File: src/rtl/s2p_pkg.sv
// rtl/s2p_pkg.sv - shared widths, strobe indices and idle value for the serial-to-parallel deserialiser
package s2p_pkg;

  // Frame length in clocks equals the address width.
  localparam int ADDR_W = 20;
  localparam int DATA_W = 16;
  localparam int CTRL_W = 5;
  localparam int CNT_W  = $clog2(ADDR_W);

  // Position of each memory strobe inside the control lane.
  localparam int CE_IDX = 0;
  localparam int WE_IDX = 1;
  localparam int OE_IDX = 2;
  localparam int LB_IDX = 3;
  localparam int UB_IDX = 4;

  // All strobes are active-low, so all-ones deselects the memory.
  localparam logic [CTRL_W-1:0] STROBE_IDLE = 5'b11111;

endpackage

File: src/rtl/s2p_lane.sv
// rtl/s2p_lane.sv - one serial lane: bit-indexed capture register with enable and async clear
// Ports:
//   clk, rst   clock; asynchronous active-low clear of the capture register
//   en         capture enable (bit at idx is written on the rising edge)
//   idx        frame bit position; positions at or above WIDTH are ignored
//   bit_in     serial bit for position idx
//   cap        registered captured bits
//   cap_next   cap with the current bit merged in, used to load a frame on its last edge
module s2p_lane #(
  parameter int WIDTH = 8,
  parameter int IDX_W = 5
) (
  input  logic             clk,
  input  logic             rst,
  input  logic             en,
  input  logic [IDX_W-1:0] idx,
  input  logic             bit_in,
  output logic [WIDTH-1:0] cap,
  output logic [WIDTH-1:0] cap_next
);

  // Loop compare avoids indexing cap with an index wider than the lane.
  always_comb begin
    cap_next = cap;
    for (int i = 0; i < WIDTH; i++) begin
      if (idx == IDX_W'(i)) begin
        cap_next[i] = bit_in;
      end
    end
  end

  always_ff @(posedge clk or negedge rst) begin
    if (!rst) begin
      cap <= '0;
    end else if (en) begin
      cap <= cap_next;
    end
  end

endmodule

File: src/rtl/serial_to_parallel.sv
// rtl/serial_to_parallel.sv - three-lane serial deserialiser driving MRAM/async-SRAM parallel pins
// Ports:
//   clk, rst        clock; asynchronous active-low reset
//   ctrl_en         frame enable, high while serial bits are valid
//   addr_in         serial address bit, LSB first
//   data_in         serial data bit, LSB first
//   ctrl            serial control bit, LSB first
//   addr_out        registered parallel address
//   data_out        registered parallel write data
//   chip_en .. upper_byte_en   active-low memory strobes, control bits 0..4
module serial_to_parallel
  import s2p_pkg::*;
(
  input  logic              clk,
  input  logic              rst,
  input  logic              ctrl_en,
  input  logic              addr_in,
  input  logic              data_in,
  input  logic              ctrl,
  output logic [ADDR_W-1:0] addr_out,
  output logic [DATA_W-1:0] data_out,
  output logic              chip_en,
  output logic              write_en,
  output logic              out_en,
  output logic              lower_byte_en,
  output logic              upper_byte_en
);

  localparam logic [CNT_W-1:0] CNT_LAST = CNT_W'(ADDR_W - 1);

  logic [CNT_W-1:0]  cnt;
  logic              frame_done;
  logic [ADDR_W-1:0] addr_cap, addr_next;
  logic [DATA_W-1:0] data_cap, data_next;
  logic [CTRL_W-1:0] ctrl_cap, ctrl_next;
  logic [CTRL_W-1:0] strobe_q;

  assign frame_done = ctrl_en && (cnt == CNT_LAST);

  s2p_lane #(.WIDTH(ADDR_W), .IDX_W(CNT_W)) u_addr_lane (
    .clk      (clk),
    .rst      (rst),
    .en       (ctrl_en),
    .idx      (cnt),
    .bit_in   (addr_in),
    .cap      (addr_cap),
    .cap_next (addr_next)
  );

  s2p_lane #(.WIDTH(DATA_W), .IDX_W(CNT_W)) u_data_lane (
    .clk      (clk),
    .rst      (rst),
    .en       (ctrl_en),
    .idx      (cnt),
    .bit_in   (data_in),
    .cap      (data_cap),
    .cap_next (data_next)
  );

  s2p_lane #(.WIDTH(CTRL_W), .IDX_W(CNT_W)) u_ctrl_lane (
    .clk      (clk),
    .rst      (rst),
    .en       (ctrl_en),
    .idx      (cnt),
    .bit_in   (ctrl),
    .cap      (ctrl_cap),
    .cap_next (ctrl_next)
  );

  // Outputs load from the merged "next" values so the last bit lands on the
  // same edge that samples it; cnt wraps for back-to-back frames.
  always_ff @(posedge clk or negedge rst) begin
    if (!rst) begin
      cnt      <= '0;
      addr_out <= '0;
      data_out <= '0;
      strobe_q <= STROBE_IDLE;
    end else begin
      if (!ctrl_en || cnt == CNT_LAST) begin
        cnt <= '0;
      end else begin
        cnt <= cnt + CNT_W'(1);
      end
      if (frame_done) begin
        addr_out <= addr_next;
        data_out <= data_next;
        strobe_q <= ctrl_next;
      end
    end
  end

  assign chip_en       = strobe_q[CE_IDX];
  assign write_en      = strobe_q[WE_IDX];
  assign out_en        = strobe_q[OE_IDX];
  assign lower_byte_en = strobe_q[LB_IDX];
  assign upper_byte_en = strobe_q[UB_IDX];

  // Captured bits feed the outputs only through the *_next merge paths.
  logic unused_cap;
  assign unused_cap = ^{addr_cap, data_cap, ctrl_cap};

endmodule

File: config.mk
export PLATFORM = sky130hd
export DESIGN_NAME = serial_to_parallel
export DESIGN_NICKNAME = d
export VERILOG_FILES = /design/src/rtl/s2p_pkg.sv /design/src/rtl/s2p_lane.sv /design/src/rtl/serial_to_parallel.sv
export SDC_FILE = /design/constraint.sdc
export NUM_CORES = 1
export LEC_CHECK = 0
export ABC_AREA = 1
export BUFFER_PORTS_ARGS = -buffer_cell sky130_fd_sc_hd__buf_4
export CAP_MARGIN = 10
export CORE_ASPECT_RATIO = 1.5
export CORE_MARGIN = 4
export CORE_UTILIZATION = 43
export CTS_CLUSTER_SIZE = 25
export DETAILED_ROUTE_END_ITERATION = 8
export GPL_ROUTABILITY_DRIVEN = 0
export SLEW_MARGIN = 20
export SYNTH_ARGS = -nofsm -noshare
export SYNTH_HDL_FRONTEND = slang
export SYNTH_SLANG_ARGS = --single-unit
File: constraint.sdc
create_clock -name clk -period 2.5 [get_ports clk]
set_input_delay 0.5 -clock clk [delete_from_list [all_inputs] [get_ports clk]]
set_output_delay 0.5 -clock clk [all_outputs]
set_load 0.02 [all_outputs]
==> Yosys cells after proc, flatten, opt, wreduce, memory -nomap -nowiden <==
Cells that the tools add are included.
{ "totals": {"reg_bits": 87, "in_bits": 6, "out_inout_bits": 41, "word_cells": 73} }
{ "op_classes": {"add_sub_neg": 1, "eq_ne": 19, "mux": 42, "n_reduce_logical": 4} }
{ "op_table": {"columns": ["op", "count"], "rows": [
  ["$mux W1", 41],
  ["$eq A5 B4 Y1 const B", 8],
  ["$eq A5 B3 Y1 const B", 4],
  ["$eq A5 B5 Y1 const B", 4],
  ["$eq A5 B2 Y1 const B", 2],
  ["$add A5 B1 Y5 const B", 1],
  ["$eq A5 B1 Y1 const B", 1],
  ["$logic_not A5 Y1", 1],
  ["$mux W5", 1],
  ["$logic_and A1 B1 Y1", 1],
  ["$logic_not A1 Y1", 1],
  ["$logic_or A1 B1 Y1", 1]
]} }

==> Logic depth before layout (Yosys ltp) <==
Gate-level depths: netlist (run 1).
{ "logic_depth": {"ltp_word": 3, "ltp_mapped": 9, "depth_no_buf": 9} }

==> By module <==
A second synthesis (run 1) with hierarchy kept.
{ "unflattened": {"cells_unflattened": 640, "area_unflattened_um2": 4951.0} }
{ "modules_own_cells": {"columns": ["mod", "n_inst", "cells_per_inst", "area_per_inst_um2", "seq_area_each_um2"], "rows": [
  ["serial_to_parallel", 1, 211, 2080.7, 1157.4],
  ["s2p_lane at u_addr_lane", 1, 211, 1401.3, 500.5],
  ["s2p_lane at u_data_lane", 1, 164, 1099.8, 400.4],
  ["s2p_lane at u_ctrl_lane", 1, 54, 369.1, 125.1]
]} }

==> Worst setup path before layout (run 1) <==
Ideal clock, no wire load.
{ "synth_path": {"kind": "reg2reg", "startpoint": "register cnt[0]", "endpoint": "register u_ctrl_lane.cap[4]", "setup_ps": 118, "arrival_ps": 1268, "required_ps": 2382, "setup_slack_ps": 1114, "path_stages_with_launch": 9, "path_buffers": 1, "synth_period_minus_slack_ps": 1386, "path_cell_list": "dfrtp_1 inv_1 ha_1 inv_1 nor2_1 buf_4 nand3b_1 nand3_1 nand2_1"} }
{ "synth_via": {"elab_chain_len": 2} }
{ "synth_lines": {"columns": ["element", "line_no", "text"], "rows": [
  ["from (decl)", "serial_to_parallel.sv:31", "logic [CNT_W-1:0] cnt;"],
  ["from (signal assigned)", "serial_to_parallel.sv:82", "cnt <= cnt + CNT_W'(1);"],
  ["$eq A5 B3 Y1", "s2p_lane.sv:26", "if (idx == IDX_W'(i)) begin"],
  ["$mux W1", "s2p_lane.sv:26", null],
  ["to (signal assigned)", "s2p_lane.sv:36", "cap <= cap_next;"],
  ["to (decl)", "s2p_lane.sv:18", "output logic [WIDTH-1:0] cap,"]
]} }
No other way between the ends.
A chain may end at the register's enable or synchronous reset.

==> Final worst setup path (run 1) <==
{ "layout_path": {"startpoint": "register cnt[3]", "endpoint": "register data_out[0]"} }
{ "layout_via": {"elab_chain_len": 2, "elab_cells_between_ends": 4, "cone_classes": "eq/ne: 1; mux: 1; reduce/logical: 2"} }
{ "layout_lines": {"columns": ["element", "line_no", "text"], "rows": [
  ["$logic_not A5 Y1 / $eq A5 B5 Y1 (equally long branches)", "s2p_lane.sv:26, serial_to_parallel.sv:38", null],
  ["$mux W1 / $logic_and A1 B1 Y1 (equally long branches)", "s2p_lane.sv:26, serial_to_parallel.sv:38", null],
  ["to (signal assigned)", "serial_to_parallel.sv:86", "data_out <= data_next;"],
  ["to (decl)", "serial_to_parallel.sv:21", "output logic [DATA_W-1:0] data_out,"]
]} }
Several ways; a longest one is shown, not always the timed one.

==> flow_results.org, run 1 <==
** Route
- Final wirelength :: 9400 um
- Initial DRC count :: 180
- The first detailed-routing pass ran for 4 iterations.
- Average wire length per cell after detail routing :: roughly 13 um
- Detailed-route via count :: 3461
- The count of nets left with antenna violations once routing finished came out at 0.
- After detailed routing, the number of vias per cell comes to between 4 and 5.
- Number of DRC violations after detailed routing :: 0

** Yosys
- Number of register bits inferred by synthesis :: 86
- Count of synthesis-stage warnings from yosys :: 0
- Cells after synthesis :: 547
- Seq/Total Area, Yosys :: between 50% and 60%
- Total nets after synthesis :: around 560
- Netlist area before placement :: around 4100 sq um
- After synthesis, the largest area contributor takes up approximately 49% of total cell area.
- Number of distinct library cell variants in the gate-level netlist after synthesis :: 21
- Dividing the synthesized area by the synthesized cell count gives roughly 7.5 sq um.
- Yosys attributes the largest share of cell area to dfrtp_1 (49%), nand2_1 (27%), nand3_1 (8.9%).
- Post-synth top area cell :: dfrtp_1

** CTS
- TritonCTS clock tree :: built
- The clock passes through at most 2 buffers.
- Buffer type at the clock tree root :: clkbuf_16
- The H-tree was split into 3 levels.
- Num CTS Buffers :: 9
- Once the clock tree was built, the resizer swapped 0 gates to a different size.
- Latest clock arrival within the worst-skew pair :: 340 ps
- Hold-fix buffer count after cts :: 0
- Once the clock tree was built, the setup fixing pass inserted 0 buffers.
- CTS Sinks :: 86
- Clock edge transition at the registers on the reported setup and hold paths :: about 60 ps

** Cells and area
- Counting the fill cells in the layout gives ~940.
- Total number of nets in the final design :: 598
- The number of antenna diodes in the final layout is 0.
- From synthesis to final layout, the design area changed by 17.0%.
- In the final layout, the share of cells above drive strength 1 is 13.5%.

** Floorplan
- Horizontal extent of the die :: between 80 and 90 um
- Die ar. :: ~11000 sq um
- Initial cell density of the core :: around 44%
- Die Y-Extent :: approximately 130 um
- Core Box Area :: slightly above 9000 sq um
- For this design the top-level I/O count stands at 47.
- Row count :: between 40 and 50

** Global routing
- The initial antenna violation count was 0.
- Entering global routing, the biggest net connects 42 pins.
- Wire length of the first global-routing pass :: between 15000 and 20000 um
- For this run, the total global-route usage over all layers was measured as around 19%.
- The total overflow left after global routing is 0.
- Vias in the first global route :: roughly 3400

** Worst setup path
- Critical path, cell by cell :: inv_1, nand2_1, nor2_1, nand2_2, nand2_1, nand2_1
- Critical Path Source Type :: flop
- On the critical path the largest part of the delay comes from simple AND/OR/NAND/NOR gates.
- The critical path is of the flop to flop type.
- Biggest fanout along the worst timing path :: a little over 40
- Worst R2R Setup Slack :: 730 ps
- Worst reg-to-reg path cell count :: 6
- Startpoint of the worst register-to-register path :: cnt[3]
- The number of buffers and inverters on the critical path is 1.
- CP max stage cell :: nand2_2
- Crit-path most repeated cell :: nand2_1
- In this design, the stage delay of the slowest critical-path cell is roughly 480 ps.
- For the worst setup path, the data arrival time is 1990 ps.
- At the worst endpoint, the required time is approximately 2700 ps.
- The worst setup path is captured at a flop.
- Reg2reg end :: data_out[0]

** STA
- Portion of the clock cycle consumed by the worst path in the final layout :: 70.8%
- For the pin with the worst max-slew slack, the measured transition is 767 ps.
- Time the worst path needs with I/O delays and setup :: ~1800 ps
- Final-report hold violation count :: 0
- Final Max Tran Viols :: 0
- FMAX :: 565 MHz
- Summed over all failing endpoints, the final setup total negative slack is 0 ps.
- Setup violations remaining at the end of the flow were counted as 0.
- Headroom to the max-slew limit :: roughly 49%
- Setup repair after global routing left no endpoint under its margin.
- Skew final :: between 3 and 4 ps

** Run
- The tool flagged a number of max-cap violations equal to 0.

** Pwr
- VDD sags by at most 0.000442 V.
- Power spread over the standard cell area amounts to 686 nW/um^2.
- For this design the static power due to leakage is between 2 and 3 nW.
- Total power draw :: about 3.3 mW

** Placement
- Port buffering added 46 buffers.
- Final HPWL from detailed placement :: approximately 6200 um

** Run status
- The flow ran to the end, and the final reports show no timing, DRC or antenna violations.

** Min path
- The worst hold path belongs to the class primary input to asynchronous set/reset pin.
synth_stat cells, drive strengths merged:
cell type / count
ha: 5
buf: 24
inv: 37
nand2: 294
nor2: 16
nor3: 1
a21oi: 1
clkbuf: 3
nand3: 73
dfrtp: 81
o21ai: 4
clkinv: 2
dfstp: 5
nand3b: 1
per-layer routing:
| metal | share of wire (%) | GRT usage [%] | vias up |
|---|---|---|---|
| met3 | 4.0 | 4.24 | 10 |
| met2 | 48 | 29.9 | 57 |
| met5 | 0 | 0 | - |
| met4 | 1.5 | 6.50 | 0 |
| li1 | - | - | 1754 |
| met1 | 46 | 24.4 | 1640 |
worst max-delay path by stage:
stage	from	endpoint	cells past startpoint
final	cnt[3]	data_out[0]	6
after global routing	cnt[0]	data_out[14]	6
after CTS	cnt[0]	addr_out[0]	6
after detailed placement	cnt[0]	addr_out[0]	6
after global placement	cnt[1]	data_out[5]	9
after floorplan	cnt[0]	u_ctrl_lane.cap[4]	8
cells by family after synthesis:
logic type / count (synthesis) / share of synthesized area (%)
DFF: 86 / 52.5
and+or+nand+nor: 385 / 38.0
adders and majority gates: 5 / 1.52
AOI/OAI and AO/OA: 5 / 0.608
buffers and inverters: 66 / 7.39
cell usage in the layout, fill, tap and decap left out:
cell	netlist	final
o21ai_0	4	4
nand3_1	73	73
ha_1	5	5
dfrtp_1	81	81
nor2_2	2	2
inv_1	35	35
clkbuf_1	3	4
nand3b_1	1	1
nor3_1	1	1
dfstp_2	5	5
clkinv_2	0	1
clkinv_1	2	2
buf_12	0	2
nor2_4	2	2
buf_4	10	54
inv_2	2	2
nand2_2	1	1
nor2_1	12	12
nand2_1	293	293
clkbuf_8	0	2
a21oi_1	1	1
clkbuf_16	0	9
where the power goes:
part	internal [mW]	leakage, nW	switching, mW
Clock	0.728	0.134	0.525
Sequential	1.53	1.11	0.0719
Combinational	0.155	1.46	0.295
cell type report:
class	count	area (sq um)	area share (%)
repair buffers	56	445	9.25
inverters	39	146	3.04
flip-flops and latches	86	2160	44.8
clock buffers	15	268	5.56
well taps	112	140	2.91
clock inverters	1	5.00	0.104
multi-input cells	395	1650	34.3
per-stage QoR:
step | instance area [sq um] | hold WS (ps) | setup slack (ps) | util [%] | instances
finish | 4810 | 95.7 | 730 | 51.7 | 704
global route | 4810 | 117 | 495 | 51.7 | 704
CTS | 4810 | 104 | 684 | 51.7 | 704
detailed placement | 4540 | 457 | 697 | 48.8 | 688
global placement | 4540 | 456 | 774 | 48.8 | 688
floorplan | 4110 | 204 | 1110 | - | 547
flip-flops by register name, indices dropped and copies added, names as in the netlist:
signal           cells
u_data_lane.cap     16
cnt                  5
data_out            16
u_addr_lane.cap     19
u_ctrl_lane.cap      5
addr_out            20
strobe_q             5
No activity file was read; power rests on OpenSTA's default activity.
==> run 2, diff against run 1 <==
--- a/config.mk
+++ b/config.mk
@@ -5,7 +5,7 @@
 export SDC_FILE = /design/constraint.sdc
 export NUM_CORES = 1
 export LEC_CHECK = 0
-export ABC_AREA = 1
+export ABC_AREA = 0
 export BUFFER_PORTS_ARGS = -buffer_cell sky130_fd_sc_hd__buf_4
 export CAP_MARGIN = 10
 export CORE_ASPECT_RATIO = 1.5
==> constraint.sdc (replaced) <==
create_clock -name clk -period 1.5 [get_ports clk]
set_input_delay 0.3 -clock clk [delete_from_list [all_inputs] [get_ports clk]]
set_output_delay 0.3 -clock clk [all_outputs]
set_load 0.02 [all_outputs]
==> run 2 against run 1 <==
- the flow now finishes with violations (setup timing)
- die area shrank 7.6%
- synthesized cell count is 46% lower
- largest power group unchanged
- highest routed layer unchanged
- non-clock buffer count grew 23
- sequential power rose by 62%
==> flow_results.org, run 2 <==
** Route
- Number of DRC violations after detailed routing :: 0
- After the first detailed-routing iteration, the DRC count stood at 91.
- In the final routed layout, each cell accounts on average for about 17 um.
- Detailed routing inserted a total of 2494 vias.
- After detailed routing, the number of vias per cell comes to about 5.2.
- Final wirelength :: ~8000 um
- Number of iterations in the first detailed-routing pass :: 4
- Once detail routing completed, the nets flagged for antenna violations numbered 0.

** STA
- Final Max Tran Viols :: 0
- Derived from the worst setup path, the maximum achievable clock frequency is ~660 MHz.
- Summed over all failing endpoints, the final setup total negative slack is -67.9 ps.
- Final-report hold violation count :: 0
- Measured against its own limit, the worst slew margin works out to between 70% and 80%.
- The clock arrives with about 3.3 ps of skew.
- Final Hold Slack :: between 200 and 300 ps
- Unrepaired setup endpoints after global routing :: true
- At the pin with the least slew margin, the transition time is 400 ps.
- After layout, the worst path uses 102% of the clock period.
- Time the worst path needs with I/O delays and setup :: 1530 ps
- Setup violations remaining at the end of the flow were counted as 3.
- Setup slack on the critical path of the routed design comes to -25.5 ps.

** Cells and area
- In the layout the commonest cells are dfrtp_1 (77), buf_4 (68), mux2_2 (52).
- N_diodes :: 0
- Post-layout instance area :: a little under 5000 sq um
- The net count of the finished layout is 375.
- Largest register FFs :: 20
- At the end of the flow the core is filled with cells to about three fifths.
- Synthesis-to-finish area growth :: 31.7%
- Proportion of layout cells with a drive suffix above 1 :: about half
- Leaving out fill and tap cells, the most frequent cell in the layout is dfrtp_1.
- The largest registers in the layout are addr_out: 20 flops, u_addr_lane.cap: 19 flops.
- Ranked by flip-flop count, first place goes to addr_out.

** Yosys
- Of all cell types, the one taking the most synthesized area is dfrtp_1.
- Commonest cells post-synth :: dfrtp_1 (81), mux2_2 (54), o21ai_0 (21), inv_1 (19)
- During synthesis, Yosys emitted a total of 0 warnings.
- In this run the mean area of a mapped cell was ~13 sq um.
- Top cell type's share of synthesized area :: a little over half
- After synthesis, the netlist uses 34 different library cells.
- The most used flip-flop cell after synthesis is dfrtp_1.
- The most common cell in the synthesized netlist is dfrtp_1.
- Netlist area before placement :: 3780 sq um
- In the synthesized netlist, the number of instances is 295.
- Seq/Total Area, Yosys :: a little under three fifths
- For this run, asynchronously set or reset flops after synthesis account for 100%.
- Synth top area cells :: dfrtp_1 (54%), mux2_2 (16%), dfstp_2 (3.5%)
- Number of register bits inferred by synthesis :: between 80 and 90
- The synthesized design contains 0 enable-type register cells.
- Total nets after synthesis :: 306

** Worst setup path
- Of all nets on the critical path, the largest fanout is 5.
- Cell family with the largest share of critical-path delay :: flip-flops
- At the worst endpoint, the arrival time is between 1500 and 2000 ps.
- STA classifies the critical path endpoint as a flop.
- The critical path goes through inv_2, ha_2, buf_6, and3_4, mux2_2.
- Buffer and inverter count on the worst path :: 2
- CP peak stage delay :: between 400 and 500 ps
- STA classifies the critical path startpoint as a flop.
- Setup CP Type :: flop to flop
- CP max stage cell :: dfrtp_2
- Worst Path Required :: ~1700 ps

** Pwr
- In this run the power spent charging and discharging nets is 1.15 mW.
- Sequential power share :: 48.1%
- In this run switching power makes up a little over a fifth of total power.
- Internal power comes to about 4.2 mW.
- Part of the total power dissipated in the clock network :: around 43%
- Power density over the cells :: 1090 nW/um^2
- Max IR drop VDD :: about 0.00063 V
- Combinational group share of total power :: 8.6%
- In this run the static leakage power is about 2.4 nW.

** Placement
- Count of input and output buffers :: 46
- In this run the cell area measured after placement is 4410 sq um.
- Detailed placement finished with a half-perimeter wire length of around 5400 um.
- Minimum setup slack after placement :: -112 ps

** Run status
- The run finished, with violations left.
- Failing checks :: setup timing

** Global routing
- Final global-route overflow total :: 0
- The initial antenna violation count is 0.
- Pin count of the biggest net entering global routing :: 35
- Vias in the first global route :: around 2500
- Wire length of the first global-routing pass :: 12800 um
- Total routing resource utilization after global routing :: 15.9%

** Floorplan
- Once the floorplan was initialized, standard cells occupied 44.3% of the core.
- 47 I/O pins were placed.
- Horizontal extent of the die :: approximately 85 um
- Die Y-Extent :: about 120 um
- The die covers roughly 10000 sq um.
- Core Box Area :: 8520 sq um
- Row count :: between 40 and 50

** CTS
- The tree built by TritonCTS fans out to 86 sinks.
- In this run, CTS created clock tree buffers numbering 9.
- TritonCTS built the clock tree.
- Latest clock arrival within the worst-skew pair :: around 330 ps
- Clock Tree Buf Depth :: 2
- The cell sitting at the root of the clock tree is a clkbuf_16.
- The H-tree was split into 3 levels.
- Clock edge transition at the registers on the reported setup and hold paths :: ~60 ps

** Min path
- The path class of the tightest hold or removal check is primary input to flop.

** Run
- Count of maximum capacitance violations :: 0
[run 2: changes by cell type in the layout (fill, tap and decap cells not counted), moves of 6 or more]
cell / change
a21oi_1: +14
o21ai_1: +8
nor4_1: +8
mux2i_1: +11
nand2_1: -293
nand4_1: +6
o21ai_0: +13
inv_1: -18
buf_4: +14
and3_4: +6
nor4_2: +7
nor2_1: -7
nand3_1: -69
mux2_2: +52
[run 2: stage by stage]
stage               power (mW)  cells
floorplan                 2.88    295
global placement          3.05    452
detailed placement        3.06    452
CTS                       5.46    469
global route              5.61    476
finish                    5.40    476
[run 2: final cells by class]
class                      instances  area (sq um)
timing repair buffer              79           691
fill                             737          3540
clock buffer                      12           246
multi-input combinational        169          1600
sequential                        86          2160
tap                              107           134
clock inverter                     4          70.1
inverter                          19          71.3
[run 2: cell families (layout without fill, tap and decap cells)]
| kind of cell | Yosys count | count (layout) | share of synthesized area, % |
|---|---|---|---|
| compound gates | 40 | 40 | 5.30 |
| xor+xnor | 2 | 2 | 0.464 |
| buf+inv | 40 | 114 | 5.24 |
| fa+ha+maj | 5 | 5 | 1.66 |
| simple gates | 56 | 56 | 10.9 |
| mux | 66 | 66 | 19.3 |
| flops | 86 | 86 | 57.2 |
[run 2: power groups by stage]
stage	logic, mW	registers [mW]	clock network (mW)
6_report	0.467	2.59	2.34
5_1_grt	0.518	2.62	2.48
4_1_cts	0.452	2.59	2.42
3_5_place_dp	0.432	2.63	0
3_3_place_gp	0.421	2.63	0
2_1_floorplan	0.290	2.59	0
[run 2: repair_timing]
| item | 4_1_cts | 5_1_grt |
|---|---|---|
| endpoints found under the hold margin | 25 | 0 |
| resized for setup | 14 | 26 |
| endpoints found under the setup margin | 58 | 59 |
| setup buffers | 0 | 6 |
| pin swaps | 0 | 4 |
| hold buffers | 1 | 0 |
| cloned | 0 | 1 |
[run 2: worst paths after layout]
| path | start | endpoint | slack (ps) | depth (start not counted) |
|---|---|---|---|---|
| worst max register to register | cnt[0] | u_data_lane.cap[2] | -30 | 5 |
| worst min-delay path | ctrl | u_ctrl_lane.cap[4] | 270 | 2 |
| max in group asynchronous | rst | strobe_q[1] | 510 | 3 |
| worst min register to register | strobe_q[3] | strobe_q[3] | 470 | 2 |
| min in group asynchronous | rst | data_out[3] | 450 | 2 |
| worst max-delay path | cnt[0] | u_data_lane.cap[2] | -30 | 5 |
[run 2: worst reg2reg max path, delay by kind of cell, from the launching register on]
kind,cells,cell delay (ps)
fa+ha+maj,1,210
mux,1,330
flops,1,450
buf+inv,2,220
simple gates,1,200
[run 2: layer usage]
metal | up-vias | global-route usage (%) | wire [um]
met1 | 1269 | 19.4 | 3380
met2 | 33 | 27.3 | 4200
met3 | 8 | 3.49 | 253
met4 | 0 | 6.34 | 104
met5 | - | 0 | 0
li1 | 1184 | - | -
==> run 3, diff against run 2 <==
--- a/config.mk
+++ b/config.mk
@@ -17,4 +17,5 @@
 export SLEW_MARGIN = 20
 export SYNTH_ARGS = -nofsm -noshare
 export SYNTH_HDL_FRONTEND = slang
+export SYNTH_HIERARCHICAL = 1
 export SYNTH_SLANG_ARGS = --single-unit
==> run 3 against run 2 <==
- the flow still finishes with violations (setup timing)
- largest power group unchanged
- total power grew 9.5%
- synthesized cell count grew 25%
- wire length grew 37%
- global-route usage grew 1.9 points
- sequential power is essentially flat
- critical path type unchanged
- cell area grew 34%
- highest routed layer unchanged
- critical path depth is the same
- count of clock-buffer cells in the layout grew 1
- first-iteration DRC count grew 3.3%
- core utilization grew 4.5 points
- combinational power grew 140%
- flip-flop and latch count grew 1
==> flow_results.org, run 3 <==
** Yosys
- In the synthesized netlist, the cells that appear most often are dfrtp_1 (82), mux2_2 (76), mux2_4 (40), nor2_1 (35), nand2_1 (31).
- Each instance of the synthesized netlist takes up on average 12.7 sq um.
- Cells after synthesis :: ~370
- Summing the sequential cell areas from Yosys gives approximately 47% of the chip area.
- During synthesis, Yosys emitted a total of 6 warnings.
- Among all cell types in the netlist, the one instantiated most often is dfrtp_1.
- The synthesized netlist contains slightly above 40 unique library cells.
- Counting every net in the synthesized netlist gives approximately 380.
- Commonest register cell after synthesis :: dfrtp_1
- Counting flops with an async set or reset pin after synthesis yields a share of between 90% and 100%.
- Top cell type's share of synthesized area :: between 40% and 50%
- Synth top area cells :: dfrtp_1 (44%), mux2_2 (18%), mux2_4 (13%)
- Number of enable-type register cells in the synthesized netlist :: 0
- The cell area that synthesis handed to floorplanning was around 4700 sq um.
- Number of register bits inferred by synthesis :: 87
- Summed over all instances, the cell type with the most area after synthesis is dfrtp_1.

** CTS
- Buffers inserted during clock tree synthesis total 9.
- Clock Tree Buf Depth :: 2
- In this run the number of H-tree levels came out at 3.
- The cell sitting at the root of the clock tree is a clkbuf_16.
- After clock tree synthesis, the clock-pin slew on the worst setup and hold paths is about 60 ps.
- The clock net in this run drives a total of 87 sinks.
- TritonCTS clock tree :: built
- The later pin in the worst-skew pair is clocked with a latency of approximately 330 ps.

** STA
- Setup-failing EPs final :: 76
- Final Max Tran Viols :: 0
- Measured against its own limit, the worst slew margin works out to 74.8%.
- For the pin with the worst max-slew slack, the measured transition is between 300 and 400 ps.
- After layout, the minimum clock period comes to 1770 ps.
- Min setup slack post-route :: -267 ps
- The final critical path takes up 118% of the cycle.
- Final-report hold violation count :: 0
- Setup repair after global routing could not meet its margin everywhere.
- Skew final :: roughly 3.7 ps
- Timing would allow up to roughly 570 MHz.

** Worst setup path
- By startpoint and endpoint, the worst setup path is classified as flop to flop.
- The worst setup path is captured at a flop.
- STA classifies the critical path startpoint as a flop.
- Critical path arrival :: 1990 ps
- At the worst endpoint, the required time is approximately 1700 ps.
- Setup slack on the worst reg-to-reg path comes out at -270 ps.
- Biggest fanout along the worst timing path :: 8

** Cells and area
- Excluding fillers, the count of instances in the completed layout stands at 619.
- Share of the core filled with cells :: between 60% and 70%
- N_diodes :: 0
- Total number of nets in the final design :: roughly 480
- Filler Cell Count :: a little over 800
- Proportion of layout cells with a drive suffix above 1 :: 69.3%
- In the layout the commonest cells are mux2_4 (83), dfrtp_1 (77), buf_4 (69).
- Biggest regs :: addr_out: 20 flops, u_addr_lane/cap: 20 flops
- Leaving out fill and tap cells, the most frequent cell in the layout is mux2_4.
- Compared with the post-synthesis result, the final layout area differs by 42.7%.

** Pwr
- For this design the ratio of total power to cell area is 887 nW/um^2.
- Max IR drop VDD :: about 0.00073 V
- Static leakage power :: 3.17 nW

** Global routing
- Final global-route overflow total :: 0
- The via count of the first global-routing pass came to about 3400.
- Global routing used between 15 and 20% of the available tracks across all layers.
- The first global-routing pass estimated 17500 um of wire.
- The initial antenna violation count was 0.
- Pin count of the biggest net entering global routing :: 41

** Floorplan
- Horizontal extent of the die :: roughly 93 um
- Initial cell density of the core :: ~44%
- Die ar. :: between 10000 and 15000 sq um
- Die Y-Extent :: 136 um
- During I/O placement, the number of pins put on the boundary was 47.
- The total area inside the core boundary comes to 10600 sq um.
- Row count :: 46

** Route
- In the routed layout, each cell is associated on average with a via count of 5.12.
- Number of DRC violations after detailed routing :: 0
- Detailed-route via count :: between 3000 and 4000
- Number of iterations in the first detailed-routing pass :: 4
- After the first detailed-routing iteration, the DRC count stood at 94.
- Final wirelength :: between 10000 and 15000 um
- In the final routed layout, each cell accounts on average for about 18 um.
- The detail route stage leaves a number of antenna-violating nets equal to 0.

** Run
- The tool flagged a number of max-cap violations equal to 0.

** Run status
- Failing checks :: setup timing
- The flow ran to the end, but the final reports show violations.

** Placement
- Including well taps, the total number of placed cells is just under 600.
- The count of buffers added on input and output ports is 46.
- Minimum setup slack after placement :: -315 ps
- Summed over all nets, the half-perimeter wirelength after detailed placement is roughly 6600 um.

** Min path
- Type of the tightest min-delay check :: primary input to flop
[run 3: layout make-up]
type	count	area, sq um	share of cell area (%)
flip-flops and latches	87	2190	32.9
inverters	1	3.75	0.0564
clock buffers	13	280	4.21
multi-input cells	261	2920	43.9
well taps	144	180	2.71
repair buffers	110	1070	16.0
clock inverters	3	15.0	0.226
[run 3: what timing repair did]
action | in CTS | in global routing
buffers inserted | 15 | 7
hold buffers | 1 | 0
endpoints found under the setup margin | 82 | 82
pin swaps | 19 | 32
hold endpoints to repair | 12 | 0
resized for setup | 81 | 75
[run 3: metrics by stage]
step                      area, sq um  TNS [ps]  power (mW)  hold WS [ps]
after detailed placement         5540    -13920        3.45           190
after global routing             6660    -16180        6.19           280
after CTS                        6280    -11670        5.84           250
final                            6660    -12060        5.91           280
after floorplan                  4760     -3930        3.15          4.41
after global placement           5540    -12650        3.42           189
[run 3: cell families after synthesis]
logic type	Yosys count	share of synthesized area (%)
AND/OR/NAND/NOR	132	16.4
multiplexers	123	32.9
flip-flops	87	46.8
buffers and inverters	20	2.84
AO/OA/AOI/OAI	4	0.537
XOR/XNOR	1	0.188
adder cells (fa/ha/maj)	1	0.268
[run 3: path summary, 6_finish.rpt]
| path | start | end | cells after the start |
|---|---|---|---|
| setup reg to reg | cnt[1] | data_out[13] | 5 |
| setup / recovery | cnt[1] | data_out[13] | 5 |
| hold / removal | ctrl | u_ctrl_lane/cap[1] | 2 |
| hold reg to reg | u_data_lane/cap[2] | u_data_lane/cap[2] | 1 |
| min in group asynchronous | rst | addr_out[17] | 2 |
| max in group asynchronous | rst | strobe_q[4] | 3 |
[run 3: routing by layer]
metal	wire length (um)	GRT usage, %	share of wire, %	vias to the layer above
met3	292	3.72	2.7	17
met1	4690	21.7	43	1614
met4	265	7.33	2.4	0
met5	0	0	0	-
met2	5620	30.6	52	50
li1	-	-	-	1487
[run 3: power breakdown]
group | switching [mW] | leakage [nW] | internal (mW)
sequential | 0.0880 | 1.16 | 2.52
combinational | 0.474 | 1.86 | 0.630
clock | 0.899 | 0.151 | 1.30
total | 1.46 | 3.17 | 4.45
[run 3: critical path, cell delays in order, from the launching register on]
cell     delay (ps)
dfrtp_2         430
buf_12          140
or3b_4          420
nor2_4          100
mux2_4          300
mux2_4          260
